<file path="config.mk">
export PLATFORM = sky130hd
export DESIGN_NAME = btn_ctrl
export DESIGN_NICKNAME = d
export VERILOG_FILES = /design/src/rtl/clock_pkg.sv /design/src/rtl/debounce.sv /design/src/rtl/btn_ctrl.sv
export SDC_FILE = /design/constraint.sdc
export NUM_CORES = 1
export LEC_CHECK = 0
export ABC_AREA = 1
export CORE_ASPECT_RATIO = 0.75
export CORE_MARGIN = 2
export CORE_UTILIZATION = 52
export DETAILED_ROUTE_END_ITERATION = 6
export HOLD_SLACK_MARGIN = 0.08
export PLACE_DENSITY = 0.74
export SLEW_MARGIN = 20
export SYNTH_ARGS = -nofsm -noshare
export SYNTH_HDL_FRONTEND = slang
export SYNTH_SLANG_ARGS = --single-unit
</file>
<file path="constraint.sdc">
create_clock -name clk -period 2 [get_ports clk]
set_clock_uncertainty 0.1 [all_clocks]
set_input_delay 0.5 -clock clk [delete_from_list [all_inputs] [get_ports clk]]
set_output_delay 0.5 -clock clk [all_outputs]
set_load 0.01 [all_outputs]
</file>
<file path="src/rtl/clock_pkg.sv">
// rtl/clock_pkg.sv - mode encoding, default timing constants and mode step function
package clock_pkg;

    typedef enum logic [1:0] {
        RUN       = 2'd0,
        SET_TIME  = 2'd1,
        SET_ALARM = 2'd2
    } mode_t;

    localparam int DB_CYC_DEF  = 4;
    localparam int RPT_DLY_DEF = 8;
    localparam int RPT_PER_DEF = 4;

    // Encoding 3 is unreachable but falls back to RUN whether or not a press is seen.
    function automatic mode_t step_mode(mode_t m, logic press);
        mode_t r;
        case (m)
            RUN:       r = press ? SET_TIME  : RUN;
            SET_TIME:  r = press ? SET_ALARM : SET_TIME;
            SET_ALARM: r = press ? RUN       : SET_ALARM;
            default:   r = RUN;
        endcase
        return r;
    endfunction

endpackage

</file>
<file path="src/rtl/debounce.sv">
// rtl/debounce.sv - 2-flop synchronizer, stable-sample debouncer and rise pulse
module debounce #(
    parameter int DB_CYC = 4
) (
    input  logic clk,
    input  logic rst,
    input  logic raw,
    output logic level,
    output logic rise
);

    localparam int CW = (DB_CYC > 1) ? $clog2(DB_CYC + 1) : 1;
    localparam logic [CW-1:0] CNT_END = CW'(DB_CYC - 1);

    logic          s1;
    logic          s2;
    logic [CW-1:0] cnt;

    // cnt holds how many consecutive samples have disagreed with level so far.
    always_ff @(posedge clk) begin
        if (rst) begin
            s1    <= 1'b0;
            s2    <= 1'b0;
            cnt   <= '0;
            level <= 1'b0;
            rise  <= 1'b0;
        end else begin
            s1   <= raw;
            s2   <= s1;
            rise <= 1'b0;
            if (s2 == level) begin
                cnt <= '0;
            end else if (cnt >= CNT_END) begin
                level <= s2;
                rise  <= s2;
                cnt   <= '0;
            end else begin
                cnt <= cnt + 1'b1;
            end
        end
    end

endmodule

</file>
<file path="src/rtl/btn_ctrl.sv">
// rtl/btn_ctrl.sv - button front end: mode FSM, advance repeat engines, alarm toggle
module btn_ctrl
    import clock_pkg::*;
#(
    parameter int DB_CYC  = DB_CYC_DEF,
    parameter int RPT_DLY = RPT_DLY_DEF,
    parameter int RPT_PER = RPT_PER_DEF
) (
    input  logic       clk,
    input  logic       rst,
    input  logic       btn_mode,
    input  logic       btn_min,
    input  logic       btn_hrs,
    input  logic       btn_alarm,
    output logic       Timeset,
    output logic       Alarmset,
    output logic       Minadv,
    output logic       Hrsadv,
    output logic       Alarmon,
    output logic [1:0] mode
);

    localparam int RMAX = (RPT_DLY > RPT_PER) ? RPT_DLY : RPT_PER;
    localparam int RW   = $clog2(RMAX + 1);
    localparam logic [RW-1:0] DLY_END = RW'(RPT_DLY - 1);
    localparam logic [RW-1:0] PER_END = RW'(RPT_PER - 1);
    localparam logic [RW-1:0] CNT_SAT = RW'(RMAX);

    logic [3:0] raw;
    logic [3:0] lvl;
    logic [3:0] rise;
    logic       unused_lvl;

    assign raw = {btn_alarm, btn_hrs, btn_min, btn_mode};

    for (genvar g = 0; g < 4; g++) begin : g_db
        debounce #(.DB_CYC(DB_CYC)) u_db (
            .clk   (clk),
            .rst   (rst),
            .raw   (raw[g]),
            .level (lvl[g]),
            .rise  (rise[g])
        );
    end

    // Mode and alarm buttons act only on their press pulse.
    assign unused_lvl = lvl[0] ^ lvl[3];

    mode_t          state;
    mode_t          nxt;
    logic [1:0]     act;
    logic [1:0]     rep;
    logic [1:0]     strb;
    logic [RW-1:0]  rcnt [2];

    assign nxt = step_mode(state, rise[0]);

    always_ff @(posedge clk) begin
        if (rst) begin
            state    <= RUN;
            Timeset  <= 1'b0;
            Alarmset <= 1'b0;
            Alarmon  <= 1'b0;
            act      <= '0;
            rep      <= '0;
            strb     <= '0;
            for (int i = 0; i < 2; i++) rcnt[i] <= '0;
        end else begin
            state    <= nxt;
            Timeset  <= (nxt == SET_TIME);
            Alarmset <= (nxt == SET_ALARM);
            if (rise[3]) Alarmon <= ~Alarmon;

            // A mode change disarms a held advance button until it is released and pressed again.
            for (int i = 0; i < 2; i++) begin
                strb[i] <= 1'b0;
                if (nxt != state || !lvl[i+1]) begin
                    act[i]  <= 1'b0;
                    rep[i]  <= 1'b0;
                    rcnt[i] <= '0;
                end else if (rise[i+1] && (state == SET_TIME || state == SET_ALARM)) begin
                    act[i]  <= 1'b1;
                    rep[i]  <= 1'b0;
                    rcnt[i] <= '0;
                    strb[i] <= 1'b1;
                end else if (act[i]) begin
                    if (rcnt[i] == (rep[i] ? PER_END : DLY_END)) begin
                        strb[i] <= 1'b1;
                        rep[i]  <= 1'b1;
                        rcnt[i] <= '0;
                    end else if (rcnt[i] != CNT_SAT) begin
                        rcnt[i] <= rcnt[i] + 1'b1;
                    end
                end
            end
        end
    end

    assign Minadv = strb[0];
    assign Hrsadv = strb[1];
    assign mode   = state;

endmodule

</file>
=== Word level (Yosys, flattened, before mapping) ===
Memory sizes are Yosys's and may differ from the RTL's.
Index checks and enable logic that the tools add are counted.

* Register bits: 39
* Memory bits (writable): 8
* Input bits: 6
* Output and inout port bits: 7
* Logic and storage cells: 155
* Memories kept: 1

* Add/sub/neg operators: 6
* Magnitude comparators: 4
* Equality and inequality tests: 13
* Mux-type cells: 58
* Bitwise gates (word level): 17
* Reductions and logical operators: 26

{| class="wikitable"
|+ Memories
! memory !! words !! width !! rd ports !! clocked after memory_dff !! write ports !! RTL line !! source
|-
| rcnt || 2 || 4 || 2 || 0 || 2 || btn_ctrl.sv:54 || <nowiki>logic [RW-1:0] rcnt [2];</nowiki>
|}

{| class="wikitable"
|+ Operators with widths
! cell !! count
|-
| 1-bit two-way mux || 45
|-
| 4-bit two-way mux || 8
|-
| 3-bit OR reduction || 10
|-
| 3-bit by 1-bit adder with 3-bit output (second input constant) || 4
|-
| 3-bit by 2-bit greater-or-equal comparator with 1-bit output (second input constant) || 4
|-
| 2-bit AND reduction || 6
|-
| 1-bit NOT || 9
|-
| 4-bit by 1-bit adder with 4-bit output (second input constant) || 2
|-
| 4-bit by 3-bit equality test with 1-bit output || 2
|-
| 4-bit inequality test (second input constant) || 2
|-
| 1-bit OR || 8
|-
| 3-bit two-way mux || 2
|-
| 2-bit case mux with 3 select lines || 1
|-
| 1-bit equality test || 4
|-
| 2-bit by 1-bit equality test with 1-bit output (second input constant) || 2
|-
| 2-bit equality test (second input constant) || 2
|-
| 2-bit two-way mux || 2
|-
| 2-bit OR reduction || 2
|-
| 1-bit logical OR || 3
|-
| 1-bit logical AND || 2
|-
| 1-bit logical NOT || 2
|-
| 2-bit logical NOT || 1
|-
| 2-bit inequality test || 1
|}

=== Longest topological paths before layout ===
Gate-level depths: netlist of the first run.

* Word-level depth: 11
* Mapped depth: 10
* Depth with buffers taken out: 10

=== By module ===
A second synthesis of the first run with hierarchy kept.

* Cell total of the unflattened synthesis: 258
* Area total of the unflattened synthesis: 2105.8 um2

{| class="wikitable"
|+ Modules (own cells, without submodules)
! module !! times used !! cells each !! area each (um2) !! sequential area each (um2)
|-
| debounce || 4 || 32 || 266.5 || 140.1
|-
| btn_ctrl || 1 || 130 || 1039.7 || 460.4
|}

=== Worst setup path before layout of the first run ===
No wires, ideal clock.

* Path type: register to register
* Start: reg state[0], in the netlist mode[0]
* End: mem rcnt[0][0] in the netlist's numbering (enable)
* Library setup time: 0.307 ns
* Arrival time: 1.357 ns
* Data required time: 1.593 ns
* Slack: 0.236 ns
* Cell stages (with the launch flop): 8
* Buffers on the path: 0
* Clock period less this slack: 1.764 ns
* Cell sequence: dfxtp_1 > inv_1 > ha_1 > a21oi_1 > nand2_1 > nor2_1 > nor2_1 > nand2_1

{| class="wikitable"
|+ RTL lines
! element !! RTL line !! source
|-
| start, declared || btn_ctrl.sv:49 || <nowiki>mode_t state;</nowiki>
|-
| start signal, assigned || btn_ctrl.sv:69 || <nowiki>state <= nxt;</nowiki>
|-
| end, declared || btn_ctrl.sv:54 ||
|}

=== Final worst setup path of the first run ===
* Start: reg state[1], in the netlist mode[1]
* End: out mode[1]

{| class="wikitable"
|+ RTL lines
! element !! RTL line !! source
|-
| end, declared || btn_ctrl.sv:20 || <nowiki>output logic [1:0] mode</nowiki>
|}

No word-level cell between the ends.

==> results by stage, run 1 <==
Outcome:
- The run finished with clean final reports.

Placement:
- In this run the tool buffered the top-level ports with 12 buffer cells.
- Detailed placement ended at an HPWL of 2378 µm.
- The last weighted congestion value of the routability-driven placer is 0.7881.

Setup path:
- In this run the critical register-to-register path is captured at rcnt[1][2].
- The worst setup path is launched from a flip-flop.
- The number of buffers and inverters on the critical path is 2.
- Along the worst path, the maximum fanout reaches 4.
- The number of cells on the critical path is 2.
- The library cell contributing the largest single delay on the critical path is sky130_fd_sc_hd__clkdlybuf4s50_1.
- The kind of cell with the highest combined delay along the critical path is buffers and inverters.
- On the worst path, the slowest cell contributes a delay of 0.52 ns.
- Data on the critical path is required at its endpoint by 1.40 ns.
- The critical setup path kind is flip-flop to output pin.
- STA classifies the critical path endpoint as an output pin.
- The critical path goes through buf_4, clkdlybuf4s50_1.
- Counting cells, the worst reg-to-reg path comes to 7.
- The data arrival time of the critical path is 1.27 ns.
- In this run the critical register-to-register path is launched from mode[0].
- The setup check on the worst reg-to-reg path leaves a slack of 0.23 ns.

CTS:
- Once the clock tree was built, the setup fixing pass inserted 0 buffers.
- The clock latency at the later pin of the worst-skew pair is 0.29 ns.
- The number of CTS-inserted buffers is 5.
- The CTS tree is built.
- The clock tree root buffer cell is sky130_fd_sc_hd__clkbuf_8.
- The count of H-tree levels built during CTS is 2.
- The tree built by TritonCTS fans out to 47 sinks.
- The number of hold buffers added after cts is 0.
- The number of gates resized after CTS was 0.
- The clock passes through at most 2 buffers.
- The clock transition time at the flip-flop clock pins of the worst setup and hold paths is 0.08 ns.

Cells and area:
- The area of all sequential standard cells is 1021 µm².
- The number of filler cells placed in the layout is 316.
- In the final layout, the multi-input gates occupy 812.0 µm².
- Of the cells placed in the final design, the portion with a size suffix greater than 1 is 8.118%.
- The number of nets in the finished design is 293.
- The signed area change from the synthesized netlist to the final layout is 15.48%.
- Once layout is complete, the utilization of the core stands at 63.43%.
- The antenna diode count is 0.

GRT:
- The number of global-route vias before repair is 1322.
- The largest net degree at the start of global routing is 18.
- Summed over all layers, the global routing overflow is 0.
- The number of antenna violations at the first check in global routing is 0.
- The wire length of the first global-routing pass is 5540 µm.
- The total global-route track usage is 16.11%.

Timing:
- Adding up every negative setup slack in the final design gives 0 ns.
- The final number of max-transition violations is 0.
- The final critical path takes up 93.63% of the cycle.
- For the pin with the worst max-slew slack, the measured transition is 0.2569 ns.
- The shortest period the worst path allows is 1.873 ns.
- The total count of hold-check failures in the final report was 0.
- The relative slew slack is 82.69%.
- Setup violations remaining at the end of the flow were counted as 0.
- Timing would allow up to 0.5340 GHz.
- Setup repair after global routing left no endpoint under its margin.

Logic synthesis:
- After synthesis the cells add up to 2037 µm².
- After synthesis, the netlist uses 18 different library cells.
- In the synthesized netlist the async set-or-reset flop fraction comes to 0%.
- Counting every net in the synthesized netlist gives 268.
- By count the netlist is led by sky130_fd_sc_hd__nor2_1 (54), sky130_fd_sc_hd__inv_1 (52), sky130_fd_sc_hd__dfxtp_1 (39).
- The number of instances in the synthesized netlist is 246.
- The average instance in the mapped netlist occupies 8.280 µm².
- In the post-synthesis netlist, the cell with the most instances is sky130_fd_sc_hd__nor2_1.
- Summed over all instances, the cell type with the most area after synthesis is sky130_fd_sc_hd__dfxtp_1.
- Ranked by total cell area, the synthesized netlist is headed by sky130_fd_sc_hd__dfxtp_1 (38%), sky130_fd_sc_hd__edfxtp_1 (12%), sky130_fd_sc_hd__nor2_1 (10%), sky130_fd_sc_hd__ha_1 (9.8%), sky130_fd_sc_hd__inv_1 (9.6%).
- The count of flip-flops with a built-in enable after synthesis is 8.
- The count of synthesis-stage warnings from yosys is 0.
- The synthesized design devotes to its leading area cell type 38.33% of total area.
- After synthesis, flip-flops and latches occupy 50.12% of the total area.
- Among all flip-flop cells after synthesis, the most frequent one is sky130_fd_sc_hd__dfxtp_1.
- The post-synthesis sequential element count is 47.

Die:
- The overall die height is 58.21 µm.
- The floorplan has 19 rows.
- The area enclosed by the die boundary is 4439 µm².
- The die is 76.27 µm wide.
- The core box area is 3709 µm².
- 13 I/O pins were placed.
- For this configuration, the core starts out at a cell density of 54.93%.

Routing:
- For this block, the via count after detailed routing is 1450.
- The overall routed net length is 3061 µm.
- The remaining design rule violation count is 0.
- The remaining number of nets flagged by the antenna check after routing is 0.
- The first-iteration detailed-routing DRC count is 42.
- The first detailed-routing pass ran for 4 iterations.
- Dividing the detail-routed wire length by the instance count gives 9.477 µm.
- In the routed layout, each cell is associated on average with a via count of 4.489.

Worst hold path:
- Counting instances, the worst hold path has a depth of 2.
- For hold timing, the worst endpoint is g_db[3].u_db.s2.
- In this run the most critical hold path is launched from g_db[3].u_db.s1.
- The tightest min-delay check is of the flip-flop to flip-flop type.

Power and ir drop:
- The power density of the placed cells is 653.0 nW/µm².
- The static leakage power is 1.018 nW.
- VDD sags by at most 0.5823 mV.

Flow run:
- The reported max-cap violation count is 0.
[power breakdown]
| group | switching, mW | internal, mW | leakage (nW) | total [mW] |
|---|---|---|---|---|
| Clock | 0.288 | 0.240 | 0.0416 | 0.528 |
| Combinational | 0.0184 | 0.0171 | 0.562 | 0.0355 |
| Sequential | 0.00564 | 0.967 | 0.415 | 0.973 |
| Total | 0.312 | 1.22 | 1.02 | 1.54 |
[registers in the layout, summed over array words and instances, names as in the netlist]
| register | cells |
|---|---|
| Alarmset | 1 |
| g_db.u_db.rise | 4 |
| g_db.u_db.level | 4 |
| g_db.u_db.cnt | 12 |
| act | 2 |
| Timeset | 1 |
| g_db.u_db.s1 | 4 |
| Alarmon | 1 |
| strb | 2 |
| rcnt | 8 |
| g_db.u_db.s2 | 4 |
| mode | 2 |
| rep | 2 |
[through the flow]
| stage | area [µm²] | power [mW] | setup WS, ns | cells | hold slack (ns) |
|---|---|---|---|---|---|
| floorplan | 2037 | 1.012 | 0.2361 | 246 | 0.2883 |
| global placement | 2273 | 1.029 | 0.1729 | 316 | 0.2878 |
| detailed placement | 2273 | 1.031 | 0.1679 | 316 | 0.2955 |
| CTS | 2352 | 1.553 | 0.1118 | 323 | 0.3069 |
| global route | 2352 | 1.599 | 0.07789 | 323 | 0.3228 |
| finish | 2352 | 1.536 | 0.1274 | 323 | 0.3058 |
[cell type report]
cell class | count | share of cell area, %
multi-input cells | 145 | 34.52
flip-flops and latches | 47 | 43.40
clock buffers | 6 | 3.085
inverters | 52 | 8.298
repair buffers | 20 | 7.660
well taps | 52 | 2.766
clock inverters | 1 | 0.2660
[worst max-delay path by stage]
stage            start  slack (ns)          to
6_report       mode[1]        0.13     mode[1]
5_1_grt        mode[1]        0.08     mode[1]
4_1_cts        mode[1]        0.11     mode[1]
3_5_place_dp       rst        0.17  rcnt[0][3]
3_3_place_gp       rst        0.17  rcnt[1][3]
2_1_floorplan  mode[0]        0.24  rcnt[0][0]
[worst register-to-register path: stages, from the launching register on]
cell and delay, ns:
sky130_fd_sc_hd__dfxtp_1 0.35, sky130_fd_sc_hd__inv_1 0.06, sky130_fd_sc_hd__ha_1 0.37, sky130_fd_sc_hd__a21oi_1 0.15
sky130_fd_sc_hd__nand2_1 0.06, sky130_fd_sc_hd__nor2_1 0.17, sky130_fd_sc_hd__nor2_1 0.07, sky130_fd_sc_hd__nand2_1 0.14
[logic make-up (layout without fill, tap and decap cells)]
logic type,after synthesis,in the layout,synth area share [%]
simple gates,105,105,22.48
xor+xnor,9,9,3.870
flops,47,47,50.12
fa+ha+maj,16,16,9.828
compound gates,15,15,3.685
buf+inv,54,79,10.01
[metal layers]
layer / global-route usage [%] / wire length [µm] / vias up
met3: 4.829 / 107 / 5
met5: 0 / 0 / -
met1: 20.10 / 1543 / 638
met2: 26.42 / 1377 / 14
li1: - / - / 793
met4: 7.013 / 33 / 0
[layout by cell type (no fill, tap or decap)]
cell,instances
sky130_fd_sc_hd__nor2_1,54
sky130_fd_sc_hd__inv_1,52
sky130_fd_sc_hd__dfxtp_1,39
sky130_fd_sc_hd__nand2_1,25
sky130_fd_sc_hd__nand3_1,17
sky130_fd_sc_hd__ha_1,16
sky130_fd_sc_hd__clkdlybuf4s50_1,12
sky130_fd_sc_hd__o21ai_0,9
sky130_fd_sc_hd__buf_4,8
sky130_fd_sc_hd__edfxtp_1,8
sky130_fd_sc_hd__a21oi_1,6
sky130_fd_sc_hd__xor2_1,6
sky130_fd_sc_hd__clkbuf_8,5
sky130_fd_sc_hd__nand3_2,3
sky130_fd_sc_hd__nand2_2,3
sky130_fd_sc_hd__xnor2_1,3
sky130_fd_sc_hd__nand2_4,1
sky130_fd_sc_hd__or2_1,1
sky130_fd_sc_hd__nor3_2,1
sky130_fd_sc_hd__clkbuf_1,1
sky130_fd_sc_hd__inv_4,1
(Power assumes the default switching activity.)
==> run 2, diff against run 1 <==
- CORE_MARGIN: 2 -> unset
- PLACE_DENSITY: 0.74 -> 0.71
==> run 2 against run 1 <==
Against the previous run:
- flip-flop and latch count is the same
- global-route usage grew 1.1 points
- critical endpoint is now mode[0]
- first-iteration DRC count shrank 2.4%
- sequential power is essentially flat
- largest cell class unchanged
==> results by stage, run 2 (synthesized netlist as in run 1, its figures left out) <==
Outcome:
- Run status: finished clean (unchanged).

Setup path:
- The number of buffers and inverters on the critical path is 2 (unchanged).
- The data arrival time of the critical path was 1.31 ns (was 1.27 ns).
- The element type at the critical path start is a flip-flop (unchanged).
- The top cell family by delay on the critical path is buffers and inverters (unchanged).
- The data required time at the worst endpoint is 1.40 ns (about the same).
- The maximum fanout along the worst path is 4 (unchanged).
- Cell chain of the critical path: buf_4, clkdlybuf4s50_1 (unchanged).
- The kind of capture point of the worst setup path is an output pin (unchanged).
- The critical setup path kind is flip-flop to output pin (unchanged).
- The critical path's largest stage delay is 0.54 ns (was 0.52 ns).
- The library cell contributing the largest single delay on the critical path is sky130_fd_sc_hd__clkdlybuf4s50_1 (unchanged).

Placement:
- The count of port buffers added during placement came to 12 (unchanged).
- The last weighted congestion value of the routability-driven placer came to 0.8392 (was 0.7881).
- The half-perimeter wire length after placement is 2283 µm (was 2378 µm).

Die:
- The initial core utilization is 54.93% (unchanged).
- The cell row count is 19 (unchanged).
- The area enclosed by the die boundary is 4174 µm² (was 4439 µm²).
- The core box area is 3709 µm² (unchanged).
- The width of the die is 74.27 µm (was 76.27 µm).
- The I/O pin count was 13 (unchanged).
- The overall die height is 56.21 µm (was 58.21 µm).

GRT:
- The global routing usage on met1 is 24.30% (was 20.10%).
- The met3 demand-to-capacity share in global routing is 4.891% (was 4.829%).
- The number of antenna violations at the first check in global routing came to 0 (unchanged).
- The total global-route track usage is 17.18% (was 16.11%).
- The highest-utilization routing layer at the global route stage is met1 (was met2).
- The wire length of the first global-routing pass was 5299 µm (was 5540 µm).
- The largest net degree at the start of global routing is 15 (was 18).
- The global route total overflow is 0 (unchanged).
- The global routing usage on met2 is 23.64% (was 26.42%).
- The number of global-route vias before repair is 1280 (was 1322).

Routing:
- The remaining design rule violation count is 0 (unchanged).
- The overall routed net length is 2961 µm (was 3061 µm).
- The first-pass detailed-route iteration total is 5 (was 4).
- The first-iteration detailed-routing DRC count was 41 (was 42).
- The average vias per placed instance is 4.435 (was 4.489).
- The remaining number of nets flagged by the antenna check after routing came to 0 (unchanged).
- The total vias in the final route was 1428 (was 1450).
- The average detailed-routed wire length per instance was 9.196 µm (was 9.477 µm).

Power and ir drop:
- The net switching power figure came to 0.3275 mW (was 0.3116 mW).
- The portion of total power attributed to combinational logic is 2.1% (was 2.3%).
- The worst ir drop on vdd is 0.4801 mV (was 0.5823 mV).
- The proportion of power drawn by flip-flops and latches is 58.4% (was 63.3%).
- The static leakage power is 1.025 nW (was 1.018 nW).
- The switching share of total power is 19.66% (was 20.28%).
- The power density of the placed cells was 701.4 nW/µm² (was 653.0 nW/µm²).
- The internal power consumption is 1.338 mW (was 1.225 mW).
- The power share of the clock group is 39.5% (was 34.4%).

Cells and area:
- The antenna diode count is 0 (unchanged).
- The end-of-flow core utilization came to 64.04% (was 63.43%).
- Highest-count cells in the layout ignoring fill and taps: sky130_fd_sc_hd__nor2_1 (53), sky130_fd_sc_hd__inv_1 (52), sky130_fd_sc_hd__dfxtp_1 (38) (was sky130_fd_sc_hd__nor2_1 (54), sky130_fd_sc_hd__inv_1 (52), sky130_fd_sc_hd__dfxtp_1 (39)).
- Leading registers by flop count: g_db.u_db.cnt x12, rcnt x8 (unchanged).
- The register with the most flip-flops is g_db.u_db.cnt (unchanged).
- The flip-flop count of the largest register, all copies and words added is 12 (unchanged).
- The signed area change from the synthesized netlist to the final layout is 16.58% (was 15.48%).
- The number of filler cells placed in the layout came to 326 (was 316).
- The area of all sequential standard cells is 1022 µm² (was 1021 µm²).
- The most common cell after layout, fill and taps aside is sky130_fd_sc_hd__nor2_1 (unchanged).
- The number of nets in the finished design is 291 (was 293).
- The area of the multi-input gates came to 814.5 µm² (was 812.0 µm²).
- The proportion of layout cells with a drive suffix above 1 came to 8.889% (was 8.118%).

CTS:
- The count of clock tree sinks is 47 (unchanged).
- The number of instances resized during post-cts repair came to 0 (unchanged).
- The clock tree root buffer cell is sky130_fd_sc_hd__clkbuf_8 (unchanged).
- The maximum buffer depth of the clock tree is 2 (unchanged).
- The number of hold buffers added after cts came to 0 (unchanged).
- The clock transition time at the flip-flop clock pins of the worst setup and hold paths is 0.08 ns (about the same).
- The clock latency at the later pin of the worst-skew pair came to 0.30 ns (was 0.29 ns).
- The number of CTS-inserted buffers is 5 (unchanged).
- The CTS tree is built (unchanged).
- The count of H-tree levels built during CTS is 2 (unchanged).
- The post-CTS repair timing setup buffer count is 0 (unchanged).

Timing:
- The peak clock frequency supported by timing is 0.5238 GHz (was 0.5340 GHz).
- The total count of hold-check failures in the final report is 0 (unchanged).
- The relative slew slack was 84.28% (was 82.69%).
- The slew at the pin closest to its max-slew limit is 0.2334 ns (was 0.2569 ns).
- The worst slack on hold paths is 0.3042 ns (was 0.3058 ns).
- The final number of max-transition violations is 0 (unchanged).
- The shortest period the worst path allows is 1.909 ns (was 1.873 ns).
- Unrepaired setup endpoints after global routing: false (unchanged).
- The aggregate negative setup slack is 0 ns (unchanged).
- The final cycle utilization of the critical path is 95.46% (was 93.63%).
- The number of setup violations in the final report is 0 (unchanged).

Flow run:
- The reported max-cap violation count was 0 (unchanged).

Worst hold path:
- The kind of path behind the tightest hold check is flip-flop to flip-flop (unchanged).
## run 2: path summary, 6_finish.rpt
kind                        start               to  slack [ns]  cells after the start
setup / recovery          mode[0]          mode[0]        0.09                      2
hold / removal    g_db[1].u_db.s1  g_db[1].u_db.s2        0.30                      2
setup reg to reg          mode[1]       rcnt[1][1]        0.18                      7
hold reg to reg   g_db[1].u_db.s1  g_db[1].u_db.s2        0.30                      2
## run 2: worst min-delay path: stages (launching register included)
cell	delay [ns]
sky130_fd_sc_hd__dfxtp_1	0.30
sky130_fd_sc_hd__inv_1	0.04
sky130_fd_sc_hd__nor2_1	0.03
## run 2: area by class of cell
type | instances | share of cell area [%]
clock buffer | 7 | 4.531
clock inverter | 1 | 0.2107
sequential | 47 | 43.05
tap | 52 | 2.740
timing repair buffer | 18 | 6.955
multi-input combinational | 145 | 34.30
inverter | 52 | 8.219
## run 2: per-layer routing
layer	part of all wire, %	wire length (µm)
met5	0	0
met4	2.2	64
met3	3.4	102
met2	40	1197
met1	54	1597
## run 2: per-stage QoR
stage / power [mW] / instances / area, µm² / setup WS [ns]
after CTS: 1.683 / 322 / 2371 / 0.01559
after floorplan: 1.012 / 246 / 2037 / 0.2361
after global placement: 1.029 / 314 / 2258 / 0.1575
final: 1.666 / 322 / 2375 / 0.09088
after global routing: 1.729 / 322 / 2375 / 0.03504
after detailed placement: 1.030 / 314 / 2258 / 0.1405
## run 2: power groups by stage
stage	clock, mW	combinational, mW	sequential, mW
after floorplan	0	0.0182	0.994
after global placement	0	0.0344	0.994
after detailed placement	0	0.0353	0.995
after CTS	0.675	0.0355	0.972
after global routing	0.715	0.0403	0.974
final	0.659	0.0347	0.972
==> run 3, diff against run 2 <==
- GPL_TIMING_DRIVEN: unset -> 0
==> run 3 against run 2 <==
Against the previous run:
- design area decreased by 2.5%
- maximum frequency increased by 2.0%
- die area unchanged
- power decreased by 5.2%
- first-iteration DRC count increased by 24%
- routed wire length increased by 4.5%
- critical endpoint unchanged
- highest routed layer unchanged
==> results by stage, run 3 (synthesized netlist as in run 1, its figures left out) <==
Timing:
- The aggregate negative setup slack was 0 ns (unchanged).
- The shortest period the worst path allows is 1.871 ns (was 1.909 ns).
- The total count of hold-check failures in the final report is 0 (unchanged).
- The final cycle utilization of the critical path is 93.57% (was 95.46%).
- The final number of max-transition violations is 0 (unchanged).
- The peak clock frequency supported by timing is 0.5343 GHz (was 0.5238 GHz).
- The worst path setup slack after routing is 0.1285 ns (was 0.09088 ns).
- The relative slew slack is 70.05% (was 84.28%).
- The slew at the pin closest to its max-slew limit is 0.4492 ns (was 0.2334 ns).
- The number of setup violations in the final report is 0 (unchanged).

CTS:
- The CTS tree is built (unchanged).
- The clock transition time at the flip-flop clock pins of the worst setup and hold paths is 0.09 ns (was 0.08 ns).
- The maximum buffer depth of the clock tree was 2 (unchanged).
- The clock latency at the later pin of the worst-skew pair came to 0.30 ns (about the same).
- The number of CTS-inserted buffers is 5 (unchanged).
- The count of clock tree sinks was 47 (unchanged).
- The post-CTS repair timing setup buffer count was 0 (unchanged).
- The count of H-tree levels built during CTS was 2 (unchanged).
- The clock tree root buffer cell is sky130_fd_sc_hd__clkbuf_8 (unchanged).

Cells and area:
- The post-route cell area is 2316 µm² (was 2375 µm²).
- The flip-flop count of the largest register, all copies and words added was 12 (unchanged).
- The proportion of layout cells with a drive suffix above 1 is 7.519% (was 8.889%).
- The signed area change from the synthesized netlist to the final layout is 13.70% (was 16.58%).
- Leading registers by flop count: g_db.u_db.cnt x12, rcnt x8 (unchanged).
- The most common cell after layout, fill and taps aside is sky130_fd_sc_hd__nor2_1 (unchanged).
- The register with the most flip-flops is g_db.u_db.cnt (unchanged).
- The number of filler cells placed in the layout is 346 (was 326).
- The antenna diode count came to 0 (unchanged).
- Highest-count cells in the layout ignoring fill and taps: sky130_fd_sc_hd__nor2_1 (54), sky130_fd_sc_hd__inv_1 (52), sky130_fd_sc_hd__dfxtp_1 (38) (was sky130_fd_sc_hd__nor2_1 (53), sky130_fd_sc_hd__inv_1 (52), sky130_fd_sc_hd__dfxtp_1 (38)).
- The number of nets in the finished design is 287 (was 291).

Power and ir drop:
- The power density of the placed cells is 682.0 nW/µm² (was 701.4 nW/µm²).
- The static leakage power was 0.9890 nW (was 1.025 nW).
- The worst ir drop on vdd was 0.4455 mV (was 0.4801 mV).

Worst hold path:
- The number of instances on the worst hold path came to 2 (unchanged).
- The kind of path behind the tightest hold check is flip-flop to flip-flop (unchanged).
- The endpoint with the worst hold slack is g_db[3].u_db.s2 (was g_db[1].u_db.s2).
- The start point of the worst hold path is g_db[3].u_db.s1 (was g_db[1].u_db.s1).

Die:
- The core box area was 3709 µm² (unchanged).
- The I/O pin count was 13 (unchanged).
- The overall die height was 56.21 µm (unchanged).
- The cell row count is 19 (unchanged).
- The area enclosed by the die boundary is 4174 µm² (unchanged).
- The width of the die is 74.27 µm (unchanged).
- The initial core utilization is 54.93% (unchanged).

GRT:
- The number of antenna violations at the first check in global routing is 0 (unchanged).
- The wire length of the first global-routing pass is 5361 µm (was 5299 µm).
- The global route total overflow is 0 (unchanged).
- The largest net degree at the start of global routing is 16 (was 15).
- The total global-route track usage is 17.26% (was 17.18%).
- The number of global-route vias before repair is 1313 (was 1280).

Routing:
- The remaining design rule violation count is 0 (unchanged).
- The highest routed metal layer is met4 (unchanged).
- The overall routed net length is 3093 µm (was 2961 µm).
- The detailed route wirelength on metal3 is 92 µm (was 102 µm).
- The average detailed-routed wire length per instance is 9.726 µm (was 9.196 µm).
- The total vias in the final route is 1439 (was 1428).
- The post-route met1 wirelength is 1652 µm (was 1597 µm).
- The average vias per placed instance is 4.525 (was 4.435).
- The remaining number of nets flagged by the antenna check after routing is 0 (unchanged).
- The first-iteration detailed-routing DRC count is 51 (was 41).
- The wire length on met2 came to 1293 µm (was 1197 µm).
- The first-pass detailed-route iteration total is 4 (was 5).

Setup path:
- The capture instance of the worst register-to-register path is rcnt[0][1] (was rcnt[1][1]).
- The library cell contributing the largest single delay on the critical path is sky130_fd_sc_hd__clkdlybuf4s50_1 (unchanged).
- The top cell family by delay on the critical path is buffers and inverters (unchanged).
- The worst flop-to-flop path startpoint is mode[0] (was mode[1]).
- The critical setup path kind is flip-flop to output pin (unchanged).
- The data arrival time of the critical path came to 1.27 ns (was 1.31 ns).
- The kind of capture point of the worst setup path is an output pin (unchanged).
- The number of buffers and inverters on the critical path is 1 (was 2).
- The critical path's largest stage delay came to 0.56 ns (was 0.54 ns).
- The maximum fanout along the worst path is 5 (was 4).
- The data required time at the worst endpoint was 1.40 ns (about the same).
- The element type at the critical path start is a flip-flop (unchanged).
- The worst reg2reg path depth was 7 (unchanged).
- Cell chain of the critical path: clkdlybuf4s50_1 (was buf_4, clkdlybuf4s50_1).
- The flop-to-flop setup slack is 0.15 ns (was 0.18 ns).

Placement:
- The count of port buffers added during placement is 12 (unchanged).
- The placement-stage cell area came to 2222 µm² (was 2258 µm²).
- The worst-case setup slack after placement came to 0.0002757 ns (was 0.1405 ns).
- The half-perimeter wire length after placement came to 2269 µm (was 2283 µm).
- The last weighted congestion value of the routability-driven placer came to 0.7444 (was 0.8392).

Outcome:
- Run status: finished clean (unchanged).

Flow run:
- The reported max-cap violation count is 0 (unchanged).
## run 3: cell types whose count changed in the layout (fill, tap and decap cells not counted), sizes merged
cell / delta
clkbuf: -1
buf: -5
inv: +1
clkinv: +1
## run 3: layout make-up
cell class              count  area, µm²  area share, %
plain buffers               2      8.758         0.3782
clock buffers               5      68.82          2.971
clock inverters             3      18.77         0.8104
inverters                  52      195.2          8.428
multi-input cells         145      817.0          35.28
flip-flops and latches     47       1022          44.14
well taps                  52      65.06          2.809
repair buffers             12      120.1          5.186
## run 3: worst max path at each step
stage	slack, ns	cells past startpoint	startpoint	endpoint
after global placement	0.002	5	rst	rcnt[0][0]
final	0.13	1	mode[0]	mode[0]
after floorplan	0.24	7	mode[0]	rcnt[0][0]
after CTS	0.06	7	mode[1]	rcnt[1][3]
after global routing	-0.03	7	mode[0]	rcnt[0][1]
after detailed placement	0.0003	5	rst	rcnt[0][0]
## run 3: routing by layer
layer | GRT usage (%) | up-vias
met4 | 8.086 | 0
li1 | - | 782
met5 | 0 | -
met2 | 26.10 | 19
met3 | 4.891 | 7
met1 | 22.66 | 631
## run 3: per-stage QoR
| stage | utilization [%] | hold slack (ns) | instances | power [mW] |
|---|---|---|---|---|
| 2_1_floorplan | - | 0.2883 | 246 | 1.012 |
| 3_3_place_gp | 59.92 | 0.2894 | 310 | 1.028 |
| 3_5_place_dp | 59.92 | 0.2950 | 310 | 1.029 |
| 4_1_cts | 62.28 | 0.3072 | 318 | 1.586 |
| 5_1_grt | 62.45 | 0.3123 | 318 | 1.633 |
| 6_report | 62.45 | 0.3053 | 318 | 1.580 |
## run 3: power by group
group	internal, mW	switching [mW]
Sequential	0.967	0.00565
Clock	0.246	0.327
Combinational	0.0156	0.0182
## run 3: worst reg2reg max path, stage by stage, from the launching register on
cell,delay (ns)
sky130_fd_sc_hd__dfxtp_1,0.41
sky130_fd_sc_hd__inv_1,0.08
sky130_fd_sc_hd__ha_1,0.38
sky130_fd_sc_hd__a21oi_1,0.16
sky130_fd_sc_hd__nand2_1,0.06
sky130_fd_sc_hd__nor2_1,0.18
sky130_fd_sc_hd__nor2_1,0.08
sky130_fd_sc_hd__nand2_2,0.11
## run 3: repair_timing
item | 4_1_cts | 5_1_grt
resized for setup | 0 | 3
hold buffers | 0 | 0
setup endpoints to repair | 0 | 8
